===== src/rtl/apb_pkg.sv =====
// Shared definitions for the APB requester: FSM state encoding and default widths.
package apb_pkg;

  typedef enum logic [1:0] {
    IDLE   = 2'd0,
    SETUP  = 2'd1,
    ACCESS = 2'd2
  } apb_state_e;

  localparam int DefAddrWidth = 32;
  localparam int DefDataWidth = 32;
  localparam int DefSlaves    = 4;
  localparam int DefTimeout   = 255;

endpackage


===== src/rtl/apb_requester_if.sv =====
// User request/response handshake plus APB bus signals of the requester.
interface apb_requester_if
  import apb_pkg::*;
#(
  parameter int AddrWidth = DefAddrWidth,
  parameter int DataWidth = DefDataWidth,
  parameter int Slaves    = DefSlaves,
  parameter int StrbWidth = DataWidth / 8
);

  logic                 ReqValid;
  logic                 ReqReady;
  logic                 ReqWrite;
  logic [AddrWidth-1:0] ReqAddr;
  logic [DataWidth-1:0] ReqData;
  logic [StrbWidth-1:0] ReqStrb;

  logic [Slaves-1:0]    PSEL;
  logic                 PENABLE;
  logic                 PWRITE;
  logic [AddrWidth-1:0] PADDR;
  logic [DataWidth-1:0] PWDATA;
  logic [StrbWidth-1:0] PSTRB;
  logic [DataWidth-1:0] PRDATA;
  logic                 PREADY;
  logic                 PSLVERR;

  logic                 RespValid;
  logic [DataWidth-1:0] RespData;
  logic                 RespErr;

  modport master (
    input  ReqValid, ReqWrite, ReqAddr, ReqData, ReqStrb,
    input  PRDATA, PREADY, PSLVERR,
    output ReqReady,
    output PSEL, PENABLE, PWRITE, PADDR, PWDATA, PSTRB,
    output RespValid, RespData, RespErr
  );

  modport slave (
    output ReqValid, ReqWrite, ReqAddr, ReqData, ReqStrb,
    output PRDATA, PREADY, PSLVERR,
    input  ReqReady,
    input  PSEL, PENABLE, PWRITE, PADDR, PWDATA, PSTRB,
    input  RespValid, RespData, RespErr
  );

endinterface


===== src/rtl/apb_psel_decoder.sv =====
// One-hot completer select from the top address bits of the latched request.
module apb_psel_decoder #(
  parameter int Slaves = 4,
  parameter int SelW   = $clog2(Slaves)
) (
  input  logic              en_i,
  input  logic [SelW-1:0]   addr_top_i,
  output logic [Slaves-1:0] psel_o
);

  always_comb begin
    psel_o = '0;
    if (en_i) begin
      psel_o[addr_top_i] = 1'b1;
    end
  end

endmodule


===== src/rtl/apb_requester.sv =====
// APB requester: converts a valid/ready request into one SETUP/ACCESS transfer.
// Optional ACCESS-phase timeout enabled by defining APB_TIMEOUT_EN.
module apb_requester
  import apb_pkg::*;
#(
  parameter int AddrWidth = DefAddrWidth,
  parameter int DataWidth = DefDataWidth,
  parameter int Slaves    = DefSlaves,
  parameter int StrbWidth = DataWidth / 8,
  parameter int Timeout   = DefTimeout
) (
  input logic             PCLK,
  input logic             reset,
  apb_requester_if.master bus
);

  localparam int SelW = $clog2(Slaves);

  if (Timeout < 1 || !(DataWidth == 8 || DataWidth == 16 || DataWidth == 32) ||
      Slaves < 2 || (1 << SelW) != Slaves) begin : g_bad_param
    $error("apb_requester: illegal parameter combination");
  end

  apb_state_e           state_q, state_d;
  logic                 latch_en;
  logic                 write_q;
  logic [AddrWidth-1:0] addr_q;
  logic [DataWidth-1:0] data_q;
  logic [StrbWidth-1:0] strb_q;
  logic                 resp_valid_q, resp_valid_d;
  logic [DataWidth-1:0] resp_data_q, resp_data_d;
  logic                 resp_err_q, resp_err_d;
  logic                 timeout_hit;

`ifdef APB_TIMEOUT_EN
  localparam int CntW = (Timeout > 1) ? $clog2(Timeout) : 1;

  logic [CntW-1:0] cnt_q, cnt_d;

  // Loaded in SETUP so it reaches zero in the Timeout-th ACCESS cycle.
  always_comb begin
    cnt_d = cnt_q;
    if (state_q == SETUP) begin
      cnt_d = CntW'(Timeout - 1);
    end else if (state_q == ACCESS && cnt_q != '0) begin
      cnt_d = cnt_q - CntW'(1);
    end
  end

  always_ff @(posedge PCLK or posedge reset) begin
    if (reset) begin
      cnt_q <= '0;
    end else begin
      cnt_q <= cnt_d;
    end
  end

  assign timeout_hit = (state_q == ACCESS) && (cnt_q == '0);
`else
  assign timeout_hit = 1'b0;
`endif

  always_comb begin
    state_d      = state_q;
    latch_en     = 1'b0;
    resp_valid_d = 1'b0;
    resp_data_d  = resp_data_q;
    resp_err_d   = resp_err_q;
    unique case (state_q)
      IDLE: begin
        if (bus.ReqValid) begin
          latch_en = 1'b1;
          state_d  = SETUP;
        end
      end
      SETUP: state_d = ACCESS;
      ACCESS: begin
        if (bus.PREADY) begin
          resp_valid_d = 1'b1;
          resp_data_d  = write_q ? '0 : bus.PRDATA;
          resp_err_d   = bus.PSLVERR;
          state_d      = IDLE;
        end else if (timeout_hit) begin
          resp_valid_d = 1'b1;
          resp_data_d  = '0;
          resp_err_d   = 1'b1;
          state_d      = IDLE;
        end
      end
      default: state_d = IDLE;
    endcase
  end

  always_ff @(posedge PCLK or posedge reset) begin
    if (reset) begin
      state_q      <= IDLE;
      write_q      <= 1'b0;
      addr_q       <= '0;
      data_q       <= '0;
      strb_q       <= '0;
      resp_valid_q <= 1'b0;
      resp_data_q  <= '0;
      resp_err_q   <= 1'b0;
    end else begin
      state_q      <= state_d;
      resp_valid_q <= resp_valid_d;
      resp_data_q  <= resp_data_d;
      resp_err_q   <= resp_err_d;
      if (latch_en) begin
        write_q <= bus.ReqWrite;
        addr_q  <= bus.ReqAddr;
        data_q  <= bus.ReqData;
        strb_q  <= bus.ReqStrb;
      end
    end
  end

  apb_psel_decoder #(
    .Slaves (Slaves),
    .SelW   (SelW)
  ) u_psel_decoder (
    .en_i       (state_q != IDLE),
    .addr_top_i (addr_q[AddrWidth-1 -: SelW]),
    .psel_o     (bus.PSEL)
  );

  assign bus.ReqReady  = (state_q == IDLE);
  assign bus.PENABLE   = (state_q == ACCESS);
  assign bus.PWRITE    = write_q;
  assign bus.PADDR     = addr_q;
  // Reads never expose stale write data or strobes on the bus.
  assign bus.PWDATA    = write_q ? data_q : '0;
  assign bus.PSTRB     = write_q ? strb_q : '0;
  assign bus.RespValid = resp_valid_q;
  assign bus.RespData  = resp_data_q;
  assign bus.RespErr   = resp_err_q;

endmodule


===== src/flat_wrapper.sv =====
// flat-port wrapper written by rule: the top's interface ports become plain ports
module apb_requester_flat import apb_pkg::*;
#(
  parameter int AddrWidth = DefAddrWidth,
  parameter int DataWidth = DefDataWidth,
  parameter int Slaves    = DefSlaves,
  parameter int StrbWidth = DataWidth / 8,
  parameter int Timeout   = DefTimeout
)
  (PCLK, reset, bus_ReqValid, bus_ReqWrite, bus_ReqAddr, bus_ReqData, bus_ReqStrb, bus_PRDATA, bus_PREADY, bus_PSLVERR, bus_ReqReady, bus_PSEL, bus_PENABLE, bus_PWRITE, bus_PADDR, bus_PWDATA, bus_PSTRB, bus_RespValid, bus_RespData, bus_RespErr);
  apb_requester_if #(.AddrWidth(AddrWidth), .DataWidth(DataWidth), .Slaves(Slaves), .StrbWidth(StrbWidth)) bus_i ();
  input logic PCLK;
  input logic reset;
  input wire logic [$bits(bus_i.ReqValid)-1:0] bus_ReqValid;
  input wire logic [$bits(bus_i.ReqWrite)-1:0] bus_ReqWrite;
  input wire logic [$bits(bus_i.ReqAddr)-1:0] bus_ReqAddr;
  input wire logic [$bits(bus_i.ReqData)-1:0] bus_ReqData;
  input wire logic [$bits(bus_i.ReqStrb)-1:0] bus_ReqStrb;
  input wire logic [$bits(bus_i.PRDATA)-1:0] bus_PRDATA;
  input wire logic [$bits(bus_i.PREADY)-1:0] bus_PREADY;
  input wire logic [$bits(bus_i.PSLVERR)-1:0] bus_PSLVERR;
  output wire logic [$bits(bus_i.ReqReady)-1:0] bus_ReqReady;
  output wire logic [$bits(bus_i.PSEL)-1:0] bus_PSEL;
  output wire logic [$bits(bus_i.PENABLE)-1:0] bus_PENABLE;
  output wire logic [$bits(bus_i.PWRITE)-1:0] bus_PWRITE;
  output wire logic [$bits(bus_i.PADDR)-1:0] bus_PADDR;
  output wire logic [$bits(bus_i.PWDATA)-1:0] bus_PWDATA;
  output wire logic [$bits(bus_i.PSTRB)-1:0] bus_PSTRB;
  output wire logic [$bits(bus_i.RespValid)-1:0] bus_RespValid;
  output wire logic [$bits(bus_i.RespData)-1:0] bus_RespData;
  output wire logic [$bits(bus_i.RespErr)-1:0] bus_RespErr;
  assign bus_i.ReqValid = bus_ReqValid;
  assign bus_i.ReqWrite = bus_ReqWrite;
  assign bus_i.ReqAddr = bus_ReqAddr;
  assign bus_i.ReqData = bus_ReqData;
  assign bus_i.ReqStrb = bus_ReqStrb;
  assign bus_i.PRDATA = bus_PRDATA;
  assign bus_i.PREADY = bus_PREADY;
  assign bus_i.PSLVERR = bus_PSLVERR;
  assign bus_ReqReady = bus_i.ReqReady;
  assign bus_PSEL = bus_i.PSEL;
  assign bus_PENABLE = bus_i.PENABLE;
  assign bus_PWRITE = bus_i.PWRITE;
  assign bus_PADDR = bus_i.PADDR;
  assign bus_PWDATA = bus_i.PWDATA;
  assign bus_PSTRB = bus_i.PSTRB;
  assign bus_RespValid = bus_i.RespValid;
  assign bus_RespData = bus_i.RespData;
  assign bus_RespErr = bus_i.RespErr;
  apb_requester #(.AddrWidth(AddrWidth), .DataWidth(DataWidth), .Slaves(Slaves), .StrbWidth(StrbWidth), .Timeout(Timeout)) u_core (.PCLK(PCLK), .reset(reset), .bus(bus_i));
endmodule

===== config.mk =====
export PLATFORM = sky130hd
export DESIGN_NAME = apb_requester_flat
export DESIGN_NICKNAME = d
export VERILOG_FILES = /design/src/rtl/apb_pkg.sv /design/src/rtl/apb_requester_if.sv /design/src/rtl/apb_psel_decoder.sv /design/src/rtl/apb_requester.sv /design/src/flat_wrapper.sv
export SDC_FILE = /design/constraint.sdc
export NUM_CORES = 1
export LEC_CHECK = 0
export ABC_AREA = 1
export CAP_MARGIN = 25
export CORE_MARGIN = 2
export CORE_UTILIZATION = 30
export DETAILED_ROUTE_END_ITERATION = 12
export PLACE_DENSITY_LB_ADDON = 0.1
export SYNTH_ARGS = -nofsm -noshare
export SYNTH_HDL_FRONTEND = slang
export SYNTH_HIERARCHICAL = 1
export SYNTH_SLANG_ARGS = --single-unit

===== constraint.sdc =====
create_clock -name PCLK -period 3.65 [get_ports PCLK]
set_input_delay 1.095 -clock PCLK [delete_from_list [all_inputs] [get_ports PCLK]]
set_output_delay 1.095 -clock PCLK [all_outputs]
set_load 0.01 [all_outputs]

After elaboration in Yosys (flattened, before gate mapping)
Cells that the tools add are included.
{"block": "classes", "magnitude_cmp": 2, "n_eq_ne": 4, "mux": 13, "reduce_logical": 5}
{"operator": "$mux W32", "count": 2}
{"operator": "$mux W4", "count": 2}
{"operator": "$pmux W2 S3", "count": 1}
{"operator": "$mux W1", "count": 5}
{"operator": "$mux W2", "count": 2}
{"operator": "$ne A2 B2 Y1 const B", "count": 2}
{"operator": "$reduce_and A2 Y1", "count": 2}
{"operator": "$lt A2 B3 Y1 const B", "count": 1}
{"operator": "$demux W1 S2", "count": 1}
{"operator": "$eq A2 B1 Y1 const B", "count": 1}
{"operator": "$eq A2 B2 Y1 const B", "count": 1}
{"operator": "$ge A2 B1 Y1 const B", "count": 1}
{"operator": "$logic_not A2 Y1", "count": 1}
{"operator": "$reduce_bool A2 Y1", "count": 1}
{"operator": "$logic_and A1 B1 Y1", "count": 1}
{"block": "totals", "ff_bits": 105, "in_bits": 106, "out_inout_bits": 109, "word_cells": 32}

Depth between registers and ports, before layout
{"block": "logic_depth", "word_depth": 5, "mapped_depth": 5}

Modules after synthesis
The synthesis kept the hierarchy.
{"mod": "apb_requester", "instances": 1, "cells_each": 600, "area_per_inst_um2": 4660.7, "seq_area_each_um2": 2627.5}
{"mod": "apb_psel_decoder", "instances": 1, "cells_each": 8, "area_per_inst_um2": 30.0, "seq_area_each_um2": 0.0}

Worst setup path after synthesis
OpenSTA, ideal clock, no wires.
{"block": "synth_path", "path_kind": "reg2out", "start": "register u_core.write_q (netlist: u_core/bus.PWRITE)", "end": "output port bus_PSTRB[1]", "t_arrival_ps": 1085, "required_time_ps": 2555, "slack_ps": 1470, "stages_incl_launch_ff": 6, "cell_sequence": "dfrtp_1 -> clkbuf_1 -> buf_2 -> buf_2 -> nand2_1 -> inv_1"}
{"block": "synth_between", "elab_chain_cells": 1}
{"item": "from (decl)", "line_no": "apb_requester.sv:26", "rtl": "logic write_q;"}
{"item": "from (signal assigned)", "line_no": "apb_requester.sv:110", "rtl": "write_q <= bus.ReqWrite;"}
{"item": "$mux W4", "line_no": "apb_requester.sv:133", "rtl": "assign bus.PSTRB = write_q ? strb_q : '0;"}
{"item": "to (decl)", "line_no": "flat_wrapper.sv:28", "rtl": "output wire logic [$bits(bus_i.PSTRB)-1:0] bus_PSTRB;"}
No other way between the ends.

Worst setup path after layout
{"block": "layout_path", "start": "register u_core.write_q (netlist: u_core/bus.PWRITE)", "end": "output port bus_PWDATA[30]"}
{"block": "layout_between", "elab_chain_cells": 1}
{"item": "$mux W32", "line_no": "apb_requester.sv:132", "rtl": "assign bus.PWDATA = write_q ? data_q : '0;"}
{"item": "to (decl)", "line_no": "flat_wrapper.sv:27", "rtl": "output wire logic [$bits(bus_i.PWDATA)-1:0] bus_PWDATA;"}
No other way between the ends.

==> results.sh <==
export IMPL_status="completed"
export IMPL_cpMaxStageDelayCell="dfrtp_2"
export IMPL_synth_cells=608
export IMPL_internal_power_mw=3.62
export IMPL_synth_top_area_cell="dfrtp_1"
export IMPL_cts_root_buffer="clkbuf_16"
export IMPL_die_x_um=129
export IMPL_top_usage_layer="met2"
export IMPL_io_pins=215
export IMPL_final_fill_count=1497
export IMPL_cp_cell_sequence="nand2_1 > inv_1 > clkdlybuf4s50_1"
export IMPL_port_buffer_count=214
export IMPL_period_share=0.830
export IMPL_cts_setup_buffers=0
export IMPL_synth_area_leaders="dfrtp_1, nand2_1, nand3_1, inv_1, nor2_1"
export IMPL_wl_per_cell_um=13.6
export IMPL_crit_fanout=40
export IMPL_cts_buffers=9
export IMPL_ys_seq_elements=105
export IMPL_synth_top_area_share=0.560
export IMPL_worstSetupPathType="reg -> out"
export IMPL_place_congestion=0.763
export IMPL_dp_hpwl_um=9540
export IMPL_final_core_util=0.481
export IMPL_grtUsageMet2=0.274
export IMPL_syn_num_nets=714
export IMPL_synth_cell_types=10
export IMPL_initial_core_util=0.307
export IMPL_first_pass_iters=6
export IMPL_place_ws_ns=0.974
export IMPL_cts_buffer_depth=2
export IMPL_endpoint_kind="primary output"
export IMPL_grt_overflow_total=0
export IMPL_placementRows=45
export IMPL_grt_max_degree=70
export IMPL_met3_usage=0.0582
export IMPL_setup_viol_count_final=0
export IMPL_hold_viol=0
export IMPL_multi_input_area_sq_um=1600
export IMPL_grt_pass1_wl_um=22100
export IMPL_path_clk_slew_ns=0.06
export IMPL_critPathLaunchType="flop"
export IMPL_n_antenna_cell=0
export IMPL_swShare=0.363
export IMPL_avgSynthCellArea_sq_um=7.72
export IMPL_clk_insertion_delay_late_ns=0.35
export IMPL_cts_sinks=105
export IMPL_grt_pass1_vias=4357
export IMPL_slew_viol_final=0
export IMPL_wl_um=13800
export IMPL_dieArea_sq_um=16700
export IMPL_rsz0062_at_grt="no"
export IMPL_area_delta_synth_final_pct=56.4
export IMPL_cap_viol_max_count=0
export IMPL_combPwrFrac=0.452
export IMPL_gr_usage_met1=0.212
export IMPL_antenna_left=0
export IMPL_num_vias=4415
export IMPL_max_freq_ghz=0.330
export IMPL_p_total_mw=5.68
export IMPL_maxSlewHeadroom=0.498
export IMPL_setup_slack_ns=0.621
export IMPL_cts_repair_resize_count=0
export IMPL_regArea_sq_um=2630
export IMPL_cts_tree="built"
export IMPL_peakVddDrop_uv=338
export IMPL_power_density_nw_per_um2=775
export IMPL_syn_area_sq_um=4690
export IMPL_drc_errors=0
export IMPL_htreeDepth=3
export IMPL_cp_arrival_ns=1.93
export IMPL_via_per_inst=4.33
export IMPL_drt_iter0_drc=267
export IMPL_period_needed_ns=3.03
export IMPL_ys_seq_area_frac=0.560
export IMPL_holdBufCountCts=0
export IMPL_p_leak_nw=3.87
export IMPL_p_switching_mw=2.07
export IMPL_num_nets_final=909
export IMPL_crit_path_max_incr_delay_ns=0.83
export IMPL_p_seq_frac=0.363
export IMPL_fin_tns_setup_ns=0
export IMPL_coreArea_sq_um=15300
export IMPL_skew_ns=0.00470
export IMPL_hp_class="reg -> reg"
export IMPL_drive_above_1_share=0.0371
export IMPL_antenna_found_initial=0
export IMPL_die_h_um=129
export IMPL_tightestPinTransition_ns=0.754
export IMPL_clkPwrFrac=0.185
export IMPL_required_ns=2.55
export IMPL_grtUsageTotal=0.169
export IMPL_synth_yosys_warnings=6
[cells in the mapped netlist]
cell / count
nand2_1: 243
dfrtp_1: 105
nand3_1: 102
inv_1: 76
nor2_1: 39
buf_2: 21
clkbuf_1: 16
buf_1: 3
nor2_4: 2
nand3_2: 1
[cell usage in the layout (no fill, tap or decap)]
master | Yosys | routed
bufinv_16 | 0 | 2
clkinvlp_4 | 0 | 1
buf_12 | 0 | 1
clkdlybuf4s50_1 | 0 | 213
clkbuf_8 | 0 | 2
clkbuf_16 | 0 | 9
nand2_1 | 243 | 242
nand3_1 | 102 | 102
dfrtp_2 | 0 | 1
nor2_4 | 2 | 2
nand2_2 | 0 | 1
nor2_1 | 39 | 39
inv_1 | 76 | 75
clkbuf_1 | 16 | 3
buf_4 | 0 | 9
nand3_2 | 1 | 1
dfrtp_1 | 105 | 104
buf_2 | 21 | 1
[layout make-up]
class,instances,share of cell area
Tap cell,211,0.0360
Clock buffer,14,0.0360
Clock inverter,2,0.00819
Sequential cell,105,0.358
Inverter,76,0.0394
Timing Repair Buffer,224,0.303
Multi-Input combinational cell,387,0.219
[kinds of logic after synthesis]
logic type	synth area share
DFF	0.560
and+or+nand+nor	0.341
buffers and inverters	0.0984
[sequential cells by signal (all words and copies together), names as in the netlist]
register	count
u_core/bus.PADDR	32
u_core/bus.PWRITE	1
u_core/bus.RespData	32
u_core/bus.RespErr	1
u_core/bus.RespValid	1
u_core/data_q	32
u_core/state_q	2
u_core/strb_q	4
[power by group through the flow]
| stage | clock [mW] | combinational, mW | sequential (mW) |
|---|---|---|---|
| final | 1.05 | 2.57 | 2.06 |
| after global routing | 1.14 | 2.85 | 2.15 |
| after CTS | 1.09 | 2.61 | 2.07 |
| after detailed placement | 0 | 2.61 | 2.08 |
| after global placement | 0 | 2.59 | 2.06 |
| after floorplan | 0 | 1.15 | 2.11 |
[worst max-delay path, delay by kind of cell, from the launching register on]
family | cells | cell delay, ns
buf+inv | 2 | 0.61
flops | 1 | 0.83
simple gates | 1 | 0.14
[path summary, 6_finish.rpt]
path | start | endpoint | slack, ns | depth (start not counted)
min | u_core/bus.PADDR[21] | u_core/bus.PADDR[21] | 0.47 | 2
max | u_core/bus.PWRITE | bus_PWDATA[30] | 0.62 | 3
min in group asynchronous | reset | u_core/bus.PADDR[27] | 1.22 | 2
min reg2reg | u_core/bus.PADDR[21] | u_core/bus.PADDR[21] | 0.47 | 2
max reg2reg | u_core/state_q[0] | u_core/data_q[10] | 1.57 | 6
max in group asynchronous | reset | u_core/bus.PADDR[20] | 1.69 | 3
[stage by stage]
step,hold slack (ns),instance area [sq um],instances
finish,0.470,7330,1019
global placement,0.454,7010,1003
floorplan,0.442,4690,608
detailed placement,0.459,7010,1003
CTS,0.476,7330,1019
global route,0.490,7330,1019
[routing by layer]
metal  wire length [um]  part of all wire  vias to the layer above
met5                  0                 0                        -
met4                267             0.019                        0
met3               1140             0.083                       17
met2               6500              0.47                      150
met1               5910              0.43                     2037
li1                   -                 -                     2211
No activity file was read; power rests on OpenSTA's default activity.
